===== src/rtl/vdp_pkg.sv =====
// Shared definitions for the VDP VRAM arbiter: access FSM encoding,
// port identifiers and the fixed grant-to-ack access length.
package vdp_pkg;

  // One access walks SETUP -> STROBE -> LATCH and returns to IDLE with the ack.
  typedef enum logic [1:0] {
    ST_IDLE   = 2'd0,
    ST_SETUP  = 2'd1,
    ST_STROBE = 2'd2,
    ST_LATCH  = 2'd3
  } arb_state_t;

  // Which port owns the access currently in flight.
  typedef enum logic {
    PORT_VID = 1'b0,
    PORT_CPU = 1'b1
  } port_t;

  // Clock cycles from the grant cycle to the cycle carrying the ack pulse.
  localparam int ACCESS_CYCLES = 4;

endpackage


===== src/rtl/vdp_vram_arb.sv =====
// VDP VRAM arbiter: shares one asynchronous SRAM between the video fetch
// port and the CPU port. Video normally wins; a pending CPU request is
// forced through after VID_BURST consecutive video grants.
module vdp_vram_arb
  import vdp_pkg::*;
#(
  parameter int VID_BURST = 4
) (
  input  logic        clk40m,
  input  logic        rst_n,
  input  logic        vid_req,
  input  logic [13:0] vid_a,
  output logic        vid_ack,
  output logic [7:0]  vid_rdata,
  input  logic        cpu_req,
  input  logic        cpu_wr,
  input  logic [13:0] cpu_a,
  input  logic [7:0]  cpu_wdata,
  output logic        cpu_ack,
  output logic [7:0]  cpu_rdata,
  output logic [13:0] sram_a,
  output logic [7:0]  sram_dout,
  output logic        sram_doe,
  input  logic [7:0]  sram_din,
  output logic        sram_we_n,
  output logic        sram_oe_n
);

  localparam int SW = $clog2(VID_BURST + 1);

  arb_state_t    state_reg;
  port_t         owner_reg;
  logic          wr_reg;
  logic [SW-1:0] streak_reg;

  logic vid_ok;
  logic cpu_ok;
  logic streak_full;
  logic grant_cpu;
  logic grant_vid;

  // Grant decision for the current IDLE cycle. A port being acked this
  // cycle cannot be regranted. While video is requesting (even during its
  // own ack cycle) the CPU only gets in once the streak is full, so a held
  // video request keeps its slot between back-to-back fetches.
  always_comb begin
    vid_ok      = vid_req & ~vid_ack;
    cpu_ok      = cpu_req & ~cpu_ack;
    streak_full = (streak_reg == SW'(VID_BURST));
    grant_cpu   = (state_reg == ST_IDLE) & cpu_ok & (~vid_req | streak_full);
    grant_vid   = (state_reg == ST_IDLE) & vid_ok & ~grant_cpu;
  end

  // Count video grants made while the CPU is waiting; saturates at VID_BURST.
  always_ff @(posedge clk40m or negedge rst_n) begin
    if (!rst_n) begin
      streak_reg <= '0;
    end else if (!cpu_req || grant_cpu) begin
      streak_reg <= '0;
    end else if (grant_vid && !streak_full) begin
      streak_reg <= streak_reg + 1'b1;
    end
  end

  // Access sequencer with registered SRAM strobes, acks and read data.
  always_ff @(posedge clk40m or negedge rst_n) begin
    if (!rst_n) begin
      state_reg <= ST_IDLE;
      owner_reg <= PORT_VID;
      wr_reg    <= 1'b0;
      sram_a    <= '0;
      sram_dout <= '0;
      sram_doe  <= 1'b0;
      sram_we_n <= 1'b1;
      sram_oe_n <= 1'b1;
      vid_ack   <= 1'b0;
      cpu_ack   <= 1'b0;
      vid_rdata <= '0;
      cpu_rdata <= '0;
    end else begin
      vid_ack <= 1'b0;
      cpu_ack <= 1'b0;
      case (state_reg)
        ST_IDLE: begin
          if (grant_cpu || grant_vid) begin
            state_reg <= ST_SETUP;
            owner_reg <= grant_cpu ? PORT_CPU : PORT_VID;
            wr_reg    <= grant_cpu & cpu_wr;
            sram_a    <= grant_cpu ? cpu_a : vid_a;
            if (grant_cpu && cpu_wr) begin
              sram_dout <= cpu_wdata;
              sram_doe  <= 1'b1;
            end else begin
              sram_oe_n <= 1'b0;
            end
          end
        end
        ST_SETUP: begin
          state_reg <= ST_STROBE;
          if (wr_reg) begin
            sram_we_n <= 1'b0;
          end
        end
        ST_STROBE: begin
          state_reg <= ST_LATCH;
          sram_we_n <= 1'b1;
        end
        ST_LATCH: begin
          state_reg <= ST_IDLE;
          sram_doe  <= 1'b0;
          sram_oe_n <= 1'b1;
          if (owner_reg == PORT_CPU) begin
            cpu_ack <= 1'b1;
            if (!wr_reg) begin
              cpu_rdata <= sram_din;
            end
          end else begin
            vid_ack   <= 1'b1;
            vid_rdata <= sram_din;
          end
        end
        default: state_reg <= ST_IDLE;
      endcase
    end
  end

endmodule


===== config.mk =====
export PLATFORM = sky130hd
export DESIGN_NAME = vdp_vram_arb
export DESIGN_NICKNAME = d
export VERILOG_FILES = /design/src/rtl/vdp_pkg.sv /design/src/rtl/vdp_vram_arb.sv
export SDC_FILE = /design/constraint.sdc
export NUM_CORES = 1
export LEC_CHECK = 0
export BUFFER_PORTS_ARGS = -buffer_cell sky130_fd_sc_hd__buf_2
export CAP_MARGIN = 40
export CORE_UTILIZATION = 42
export CTS_CLUSTER_DIAMETER = 30
export DETAILED_ROUTE_END_ITERATION = 10
export GPL_TIMING_DRIVEN = 0
export PLACE_DENSITY_LB_ADDON = 0.15
export SYNTH_ARGS = -nofsm -noshare
export SYNTH_HDL_FRONTEND = slang
export SYNTH_SLANG_ARGS = --single-unit
export TNS_END_PERCENT = 10

===== constraint.sdc =====
create_clock -name clk40m -period 2 [get_ports clk40m]
set_clock_uncertainty 0.1 [all_clocks]
set_input_delay 0.1 -clock clk40m [delete_from_list [all_inputs] [get_ports clk40m]]
set_output_delay 0.1 -clock clk40m [all_outputs]
set_load 0.05 [all_outputs]

==> results of run 1 <==
==> power groups by stage <==
stage / Combinational [mW] / Clock [mW] / Sequential, mW
6_report: 3.28 / 0.631 / 1.74
4_1_cts: 3.19 / 0.649 / 1.73
3_5_place_dp: 3.07 / 0 / 1.74
2_1_floorplan: 0.865 / 0 / 3.23
3_3_place_gp: 3.02 / 0 / 1.74
5_1_grt: 3.46 / 0.687 / 1.81
==> Yosys cell counts (2+ instances only) <==
cell / count / share of area (%)
clkbuf_1: 5 / 0.87
mux2_2: 25 / 13
dfrtp_1: 48 / 56
o31ai_1: 2 / 0.70
o21ai_0: 15 / 3.5
ha_1: 6 / 3.5
nor2_1: 5 / 0.87
a21oi_1: 2 / 0.47
mux2i_1: 16 / 7.5
nand2_1: 21 / 3.7
inv_1: 7 / 1.2
dfstp_2: 2 / 2.4
==> per-stage QoR <==
step	setup TNS, ns	setup WS (ns)	std cells	util, %	power, mW
3_3_place_gp	-0.1242	-0.08773	330	55.77	4.758
2_1_floorplan	0	0.06061	172	-	4.093
3_5_place_dp	-1.220	-0.1360	331	56.18	4.810
4_1_cts	0	0.01203	384	68.05	5.570
6_report	-0.02634	-0.01194	388	69.45	5.654
5_1_grt	-0.4539	-0.07519	388	69.45	5.955
==> worst register-to-register path, stage by stage, from the launching register on <==
cell and delay (ns):
dfrtp_1 0.43, inv_2 0.11, ha_4 0.20, nand2_4 0.06, or4b_4 0.57, clkbuf_16 0.18
mux2_2 0.26
==> final timing paths <==
path / startpoint / to / slack (ns) / cells after the start
min reg2reg: cpu_rdata[3] / cpu_rdata[3] / 0.40 / 1
max in group asynchronous: rst_n / sram_oe_n / 1.07 / 3
min in group asynchronous: rst_n / sram_a[5] / 0.15 / 2
min: vid_a[11] / sram_a[11] / 0.02 / 3
max reg2reg: state_reg[1] / sram_dout[6] / -0.01 / 6
max: state_reg[1] / sram_dout[6] / -0.01 / 6
==> kinds of logic (layout without fill, tap and decap cells) <==
group | after synthesis | in the layout | synth area share (%)
adders and majority gates | 6 | 6 | 3.496
DFF | 50 | 50 | 58.39
muxes | 41 | 41 | 20.57
AOI/OAI and AO/OA | 24 | 24 | 6.527
xor gates and xnor gates | 1 | 1 | 0.4080
and+or+nand+nor | 35 | 35 | 7.576
buffers and inverters | 15 | 164 | 3.030
==> area by class of cell <==
type	count	area share [%]
inverter	7	0.7853
tap	67	2.506
clock buffer	6	2.468
clock inverter	2	0.4862
sequential	50	37.47
buffer	8	1.421
timing repair buffer	141	29.09
multi-input combinational	107	25.77
==> layer usage <==
metal	track usage (%)	vias up	routed length [um]	part of all wire [%]
li1	-	882	-	-
met1	27.08	901	2221	41
met4	7.692	0	99	1.8
met2	35.78	71	2790	52
met5	0	-	0	0
met3	4.801	11	285	5.3
==> what timing repair did <==
item	4_1_cts	5_1_grt
setup buffers	0	3
hold endpoints to repair	90	0
hold buffers	45	0
cloned	0	1
setup endpoints to repair	25	32
resized for setup	8	11
pin swaps	0	5
==> results by group, run 1 <==
Clocking
  – Worst-skew pair later-pin latency: 0.31 ns
  – Clk sink count: 50
  – CTS clk-pin slew, worst paths: 0.09 ns
  – TritonCTS clock tree: done
  – H-Tree Depth: 2
  – Num CTS Buffers: 5
  – Clock tree buffer depth: 2
  – Root buffer cell: clkbuf_8

Die
  – Initial Utilization: 44.57%
  – DIE AREA: between 5000 and 6000 um2
  – Die H: 73.50 um
  – Total I/O pin count: between 90 and 100
  – Die X: 73.50 um
  – Cell Rows: 25
  – Core area: between 4000 and 5000 um2

Global routing
  – Vias in the first global route: between 1500 and 2000
  – First-pass GRT wire length: 8.535 mm
  – GRT Total Usage: around a fifth
  – GRT overflow: 0
  – Initial antenna violation count: 0
  – Largest net degree at the start of global routing: 35

Cells and area
  – Top reg by flops: sram_a
  – Most frequent cells in the layout: buf_2, dfrtp_1, dlygate4sd3_1
  – Design area: 3346 um2
  – Fill count: 365
  – N_diodes: 0
  – Max reg flops: 14
  – Layout Area Growth over Synthesis: 55.83%
  – Fraction of layout instances using a drive strength above 1: 45.48%
  – Register area: 1254 um2
  – Commonest non-fill, non-tap cell in the layout: buf_2
  – Fin nets: 375
  – Multi-input gate area: 862.1 um2

Timing
  – Slew @ Worst Pin: about 0.66 ns
  – Final-report hold violation count: 0
  – Fmax: 497.0 MHz
  – Tcrit/Tclk final: 100.6%
  – Max Slew Vio Count: 0
  – Final setup vio count: 5
  – WHS: 0.01528 ns
  – Slew headroom: 56.24%
  – Min setup slack post-route: -0.01194 ns
  – RSZ-0062 raised after global routing: yes
  – Crit path time final: 2.012 ns

Pwr
  – Total net switching power: approximately 2.9 mW
  – Sequential share of power: between 30% and 40%
  – Clock power frac: 11.2%
  – Gate power share: 58.0%
  – Lkg Pwr: 1.693 nW
  – Net Sw Frac: 50.47%
  – Pwr Density: 1690 nW/um2
  – Worst vdd ir: 1.188 mV
  – Cell Int Power: 2.801 mW

Worst hold path
  – Min-Delay Path Class: in -> reg

Setup path
  – Slowest cell on the critical path: or4b_4
  – CP Launch Type: flop
  – CP max FO: 6
  – Buffers plus inverters on the worst setup path: 2
  – Largest stage delay on the critical path: 0.57 ns
  – Setup crit end kind: flop
  – Largest delay contributor family on the critical path: simple AND/OR/NAND/NOR gates
  – Critical Path RT: about 2.1 ns
  – CP cell instances: inv_2 -> ha_4 -> nand2_4 -> or4b_4 -> clkbuf_16 -> mux2_2
  – Crit path DAT: 2.11 ns
  – Worst Setup Path Type: reg -> reg

Synthesis
  – Number of synthesized register bits: 50
  – Predominant post-synthesis flop cell: dfrtp_1
  – Cells after Synth: 172
  – Synth cell types: 30
  – Syn_area_per_cell: about 12 um2
  – Synth async-reset ratio: 100.0%
  – Synthesis Warnings: 0
  – Net Count, Synth: 227
  – Post-synthesis sequential area ratio: 58.39%
  – Post-synthesis cell area: between 2000 and 2500 um2
  – Post-synth EDFFs: 0

Place
  – Port bufs: slightly above 90
  – DP Area: 2706 um2
  – DP HPWL: 3.271 mm
  – GP Congestion: 0.7614

Route
  – Post-route ant nets: 0
  – Final wirelength: 5.397 mm
  – Initial DRC count: 125
  – DRT Pass-1 Iters: 4
  – DRC Markers: 0
  – Vias post-DR: between 1500 and 2000
  – Routed vias/inst: approximately 4.8
  – Average wire per standard cell: 13.91 um

Outcome
  – Failing checks: setup timing
  – Outcome: finished, violations left

Run
  – Maxcap violations: 0
No activity file was read; power rests on OpenSTA's default activity.
==> run 2: changes to the inputs <==
--- a/config.mk
+++ b/config.mk
@@ -12,6 +12,7 @@
 export DETAILED_ROUTE_END_ITERATION = 10
 export GPL_TIMING_DRIVEN = 0
 export PLACE_DENSITY_LB_ADDON = 0.15
+export SETUP_SLACK_MARGIN = 0.15
 export SYNTH_ARGS = -nofsm -noshare
 export SYNTH_HDL_FRONTEND = slang
 export SYNTH_SLANG_ARGS = --single-unit
==> run 2 against run 1 <==
Compared with the run above: final area grew 1.2%; sequential cell count did not move; core utilization up 0.86 points; cell count up 0.77%; register-to-register slack improved by 0.09 ns; first-iteration DRC count shrank 58%; clock-buffer cell count decreased by 1; the run now ends clean; die area did not move; fmax rose by 4.5%; combinational power rose by 2%; sequential power hardly changed.
==> results by group, run 2 (synthesis results as in run 1) <==
Timing
  – Slew @ Worst Pin: ~0.47 ns
  – Max Slew Vio Count: 0
  – Fmax: 519.3 MHz
  – Final setup TNS: 0 ns
  – Min setup slack post-route: roughly 0.074 ns
  – Final setup vio count: 0
  – Crit path time final: 1.926 ns
  – Slew headroom: 68.75%
  – Final-report hold violation count: 0
  – Tcrit/Tclk final: 96.28%
  – RSZ-0062 raised after global routing: yes

Die
  – Total I/O pin count: around 90
  – Die H: 73.50 um
  – Cell Rows: 25
  – Initial Utilization: 44.57%
  – Die X: between 70 and 80 um
  – DIE AREA: 5402 um2
  – Core area: 4817 um2

Setup path
  – Crit path DAT: 2.06 ns
  – CP cell instances: inv_2 -> ha_4 -> nand2_2 -> or4b_4 -> o211ai_1 -> mux2_2
  – Setup crit end kind: flop
  – Largest stage delay on the critical path: around 0.57 ns
  – CP Launch Type: flop
  – Critical Path RT: around 2.1 ns
  – Worst Setup Path Type: reg -> reg
  – CP max FO: 3
  – Slowest cell on the critical path: or4b_4

Pwr
  – Worst vdd ir: 1.251 mV
  – Lkg Pwr: 1.720 nW
  – Pwr Density: 1713 nW/um2
  – Total net switching power: roughly 2.9 mW
  – Cell Int Power: 2.930 mW
  – Net Sw Frac: about half
  – Sequential share of power: 30.0%
  – Clock power frac: 12.6%
  – Gate power share: ~57%

Clocking
  – Num CTS Buffers: 5
  – H-Tree Depth: 2
  – CTS clk-pin slew, worst paths: 0.09 ns
  – TritonCTS clock tree: done
  – Worst-skew pair later-pin latency: around 0.30 ns
  – Root buffer cell: clkbuf_8
  – Clk sink count: 50
  – Clock tree buffer depth: 2

Route
  – Initial DRC count: 52
  – DRT met1 WL: 2.186 mm
  – Met3 WL: 220 um
  – DRC Markers: 0
  – Routed vias/inst: ~4.6
  – Highest routed layer: met4
  – Average wire per standard cell: 13.51 um
  – Met2 WL: 2.812 mm
  – Post-route ant nets: 0
  – DRT Pass-1 Iters: 4
  – Vias post-DR: 1812
  – Final wirelength: 5.283 mm

Global routing
  – Largest net degree at the start of global routing: 33
  – Vias in the first global route: roughly 1900
  – Initial antenna violation count: 0
  – GRT overflow: 0
  – First-pass GRT wire length: 8.618 mm
  – GRT Total Usage: 21.33%

Place
  – DP Worst Slack: between 0.03 and 0.04 ns
  – Port bufs: between 90 and 100
  – DP Area: 2725 um2
  – GP Congestion: approximately 0.74
  – DP HPWL: roughly 3.4 mm

Cells and area
  – Fin nets: 378
  – Fraction of layout instances using a drive strength above 1: 47.84%
  – Max reg flops: 14
  – N_diodes: 0
  – Commonest non-fill, non-tap cell in the layout: buf_2
  – Layout Area Growth over Synthesis: 57.75%
  – Design area: around 3400 um2
  – Fill count: 389
  – Most frequent cells in the layout: buf_2, dfrtp_1, dlygate4sd3_1
  – Top reg by flops: sram_a

Outcome
  – Outcome: complete, no violations

Worst hold path
  – Min-Delay Path Class: in -> reg

Run
  – Maxcap violations: 0
-- run 2: changes by cell type in the layout (fill, tap and decap cells not counted), sizes merged --
| cell | previous run | this run |
|---|---|---|
| clkinvlp | 1 | 0 |
| dlygate4sd3 | 45 | 43 |
| bufinv | 0 | 1 |
| clkinv | 0 | 1 |
| buf | 98 | 104 |
| clkbuf | 12 | 10 |
-- run 2: through the flow --
step	util, %	hold slack [ns]	power (mW)	std cells
2_1_floorplan	-	-0.2956	4.145	172
3_3_place_gp	56.16	0.2033	4.825	330
3_5_place_dp	56.57	-0.01801	4.880	331
4_1_cts	70.23	0.0001010	5.810	391
5_1_grt	70.31	0.02251	6.120	391
6_report	70.31	0.01707	5.802	391
-- run 2: layout make-up --
| class | instances | area [um2] | share of cell area, % |
|---|---|---|---|
| Timing Repair Buffer | 144 | 993.5 | 29.33 |
| Inverter | 7 | 26.28 | 0.7758 |
| Buffer | 8 | 50.05 | 1.478 |
| Multi-Input combinational cell | 107 | 863.3 | 25.49 |
| Sequential cell | 50 | 1254 | 37.02 |
| Clock buffer | 5 | 68.82 | 2.032 |
| Clock inverter | 3 | 47.55 | 1.404 |
| Tap cell | 67 | 83.83 | 2.475 |
-- run 2: worst paths after layout --
kind	startpoint	to	slack, ns	cells past startpoint
worst min register to register	owner_reg	owner_reg	0.41	2
max in group asynchronous	rst_n	sram_oe_n	1.04	3
worst max-delay path	state_reg[1]	sram_oe_n	0.07	6
worst min-delay path	vid_a[7]	sram_a[7]	0.02	3
worst max register to register	state_reg[1]	sram_oe_n	0.07	6
min in group asynchronous	rst_n	streak_reg[2]	0.18	2
-- run 2: repair_timing --
action | in CTS | in global routing
setup endpoints to repair | 33 | 44
buffers inserted | 8 | 0
gates cloned | 1 | 0
pin swaps | 6 | 0
hold buffers | 43 | 0
endpoints found under the hold margin | 59 | 0
gates resized for setup | 10 | 6
-- run 2: routing by layer --
metal | vias up | track usage (%)
li1 | 892 | -
met1 | 868 | 25.72
met2 | 45 | 37.61
met3 | 7 | 5.075
met4 | 0 | 6.624
met5 | - | 0
-- run 2: worst max-delay path: cells and delay by family (launching register included) --
kind / cells / cell delay, ns
flip-flops: 1 / 0.41
adder cells (fa/ha/maj): 1 / 0.13
buffers and inverters: 1 / 0.09
AO/OA/AOI/OAI: 1 / 0.14
multiplexers: 1 / 0.36
AND/OR/NAND/NOR: 2 / 0.62
-- run 2: power groups by stage --
stage,sequential (mW),clock [mW],combinational (mW)
finish,1.74,0.734,3.33
global route,1.80,0.776,3.54
CTS,1.73,0.751,3.33
detailed placement,1.75,0,3.13
global placement,1.73,0,3.09
floorplan,3.23,0,0.914
==> run 3: changes to the inputs <==
--- a/config.mk
+++ b/config.mk
@@ -5,9 +5,10 @@
 export SDC_FILE = /design/constraint.sdc
 export NUM_CORES = 1
 export LEC_CHECK = 0
+export ABC_AREA = 1
 export BUFFER_PORTS_ARGS = -buffer_cell sky130_fd_sc_hd__buf_2
 export CAP_MARGIN = 40
-export CORE_UTILIZATION = 42
+export CORE_UTILIZATION = 43
 export CTS_CLUSTER_DIAMETER = 30
 export DETAILED_ROUTE_END_ITERATION = 10
 export GPL_TIMING_DRIVEN = 0
==> run 3 against run 2 <==
Compared with the run above: setup slack gained 0.19 ns; non-clock buffer count is 6 lower; routed wire length rose by 10%; critical path type unchanged; highest routed layer unchanged; register-to-register slack better by 0.19 ns; clock power decreased by 20%; combinational power decreased by 8.1%; worst hold slack is essentially flat; first-iteration DRC count grew 150%; via count is 19% higher; critical endpoint is now sram_a[11].
==> results by group, run 3 <==
Timing
  – Final setup vio count: 0
  – Slew headroom: a little over two thirds
  – Tcrit/Tclk final: between 80% and 90%
  – RSZ-0062 raised after global routing: yes
  – Crit path time final: 1.735 ns
  – Slew @ Worst Pin: 0.4426 ns
  – Final-report hold violation count: 0
  – Max Slew Vio Count: 0
  – Fmax: 576.4 MHz
  – Final setup TNS: 0 ns

Pwr
  – Clock power frac: 11.0%
  – Lkg Pwr: 1.788 nW
  – Worst vdd ir: 0.9506 mV
  – Gate power share: 57.1%
  – Cell Int Power: 2.500 mW
  – Sequential share of power: 32.0%
  – Tot Pwr: 5.367 mW
  – Net Sw Frac: 53.43%
  – Total net switching power: 2.868 mW
  – Pwr Density: between 1500 and 2000 nW/um2

Route
  – Vias post-DR: 2158
  – Initial DRC count: 129
  – Routed vias/inst: ~4.7
  – DRT Pass-1 Iters: 4
  – Average wire per standard cell: 12.73 um
  – Post-route ant nets: 0
  – DRC Markers: 0
  – Final wirelength: 5.819 mm

Worst hold path
  – Worst Hold Depth: 3
  – Min-Delay Path Class: in -> reg
  – Hold Crit Endpoint: streak_reg[0]
  – Hold Startpoint: cpu_req

Global routing
  – GRT Total Usage: a little under a quarter
  – Vias in the first global route: 2149
  – Largest net degree at the start of global routing: 34
  – First-pass GRT wire length: between 9 and 10 mm
  – GRT overflow: 0
  – Initial antenna violation count: 0

Cells and area
  – Fraction of layout instances using a drive strength above 1: 30.00%
  – N_diodes: 0
  – Most frequent cells in the layout: buf_2, nand2_1, dfrtp_1
  – Fin nets: around 440
  – Fill count: approximately 400
  – Util after Layout: 68.55%
  – Finished Layout Cells: 457
  – Layout Area Growth over Synthesis: 50.60%
  – Top reg by flops: sram_a
  – Max reg flops: 14
  – Commonest non-fill, non-tap cell in the layout: buf_2

Clocking
  – Num CTS Buffers: 5
  – H-Tree Depth: 2
  – Clk sink count: 50
  – Clock tree buffer depth: 2
  – Postcts setup bufs: 0
  – TritonCTS clock tree: done
  – Worst-skew pair later-pin latency: 0.30 ns
  – Root buffer cell: clkbuf_8
  – CTS clk-pin slew, worst paths: about 0.090 ns

Run
  – Maxcap violations: 0

Place
  – GP Congestion: 0.7156
  – Number of cells after detailed placement: 404
  – DP HPWL: 3.653 mm
  – Port bufs: 91

Die
  – Total I/O pin count: 92
  – Die X: 73.18 um
  – Core area: roughly 4800 um2
  – Die H: between 70 and 80 um
  – Initial Utilization: 45.52%
  – Cell Rows: 25
  – DIE AREA: 5355 um2

Outcome
  – Outcome: complete, no violations

Setup path
  – Setup crit end kind: flop
  – CP Launch Type: flop
  – Crit path DAT: approximately 1.9 ns
  – R2r worst-path depth: 7
  – RR Startpoint: state_reg[0]
  – Worst Setup Path Type: reg -> reg
  – Critical Path RT: 2.14 ns
  – CP max FO: 10
  – R2R Setup Slk: 0.27 ns
  – Reg2reg end: sram_a[11]
  – Worst Setup SP: state_reg[0]

Synthesis
  – Synth async-reset ratio: 100.0%
  – Synth top cells by count: nand2_1, dfrtp_1, nand3_1
  – Number of synthesized register bits: 50
  – Ranking of synthesized cells by area: dfrtp_1, nand2_1, nand3_1
  – Predominant post-synthesis flop cell: dfrtp_1
  – Syn_area_per_cell: approximately 8.9 um2
  – Area leader, netlist: dfrtp_1
  – Synthesis Warnings: 0
  – Top cell type's share of synthesized area: 55.14%
  – Post-synthesis sequential area ratio: 57.55%
  – Cells after Synth: 245
  – Post-synthesis cell area: 2178 um2
  – Synth cell types: 19
  – Net Count, Synth: 300
  – Count leader, synth: nand2_1
  – Post-synth EDFFs: 0
==> run 3: how the worst max path moves through the flow <==
stage,endpoint,cells after the start
global route,sram_a[12],7
global placement,sram_a[11],7
CTS,state_reg[0],6
floorplan,sram_a[0],6
finish,sram_a[11],7
detailed placement,state_reg[0],6
==> run 3: kinds of logic after synthesis <==
group / after synthesis / synth area share (%)
DFF: 50 / 57.55
and+or+nand+nor: 132 / 26.36
AOI/OAI and AO/OA: 23 / 5.572
adders and majority gates: 6 / 3.446
buffers and inverters: 34 / 7.065
==> run 3: cell type report <==
| cell class | count | area, um2 | share of cell area, % |
|---|---|---|---|
| tap | 67 | 83.83 | 2.555 |
| buffer | 9 | 60.06 | 1.831 |
| clock inverter | 3 | 18.77 | 0.5721 |
| clock buffer | 5 | 68.82 | 2.098 |
| multi-input combinational | 161 | 775.7 | 23.65 |
| inverter | 25 | 93.84 | 2.860 |
| sequential | 50 | 1254 | 38.21 |
| timing repair buffer | 137 | 925.9 | 28.22 |
==> run 3: what timing repair did <==
item / 4_1_cts / 5_1_grt
endpoints found under the hold margin: 58 / 0
gates resized for setup: 0 / 1
endpoints found under the setup margin: 0 / 3
hold buffers: 45 / 0
==> run 3: power by group through the flow <==
stage | logic [mW] | clock network [mW] | registers, mW
floorplan | 0.846 | 0 | 3.14
CTS | 3.06 | 0.604 | 1.71
global placement | 2.95 | 0 | 1.72
detailed placement | 3.00 | 0 | 1.72
finish | 3.06 | 0.589 | 1.72
global route | 3.31 | 0.646 | 1.77
==> run 3: through the flow <==
stage	setup slack, ns	hold slack, ns	area [um2]
CTS	0.2472	0.005880	3276
finish	0.2652	0.01720	3281
global placement	0.3496	0.1918	2718
global route	0.1032	0.03336	3281
floorplan	0.5388	-0.2956	2178
detailed placement	0.2710	-0.03505	2738
==> run 3: worst max-delay path, cell delays in order (launching register included) <==
cell and delay (ns):
dfrtp_1 0.41, inv_1 0.10, ha_1 0.31, nand2_2 0.22, inv_2 0.18, buf_6 0.16, nand3_1 0.09, nand3_1 0.10
==> run 3: routing by layer <==
metal / wire [um] / global-route usage (%) / vias to the layer above
li1: - / - / 1072
met1: 2580 / 29.32 / 1001
met2: 2791 / 39.30 / 77
met3: 344 / 5.249 / 8
met4: 103 / 7.625 / 0
met5: 0 / 0 / -
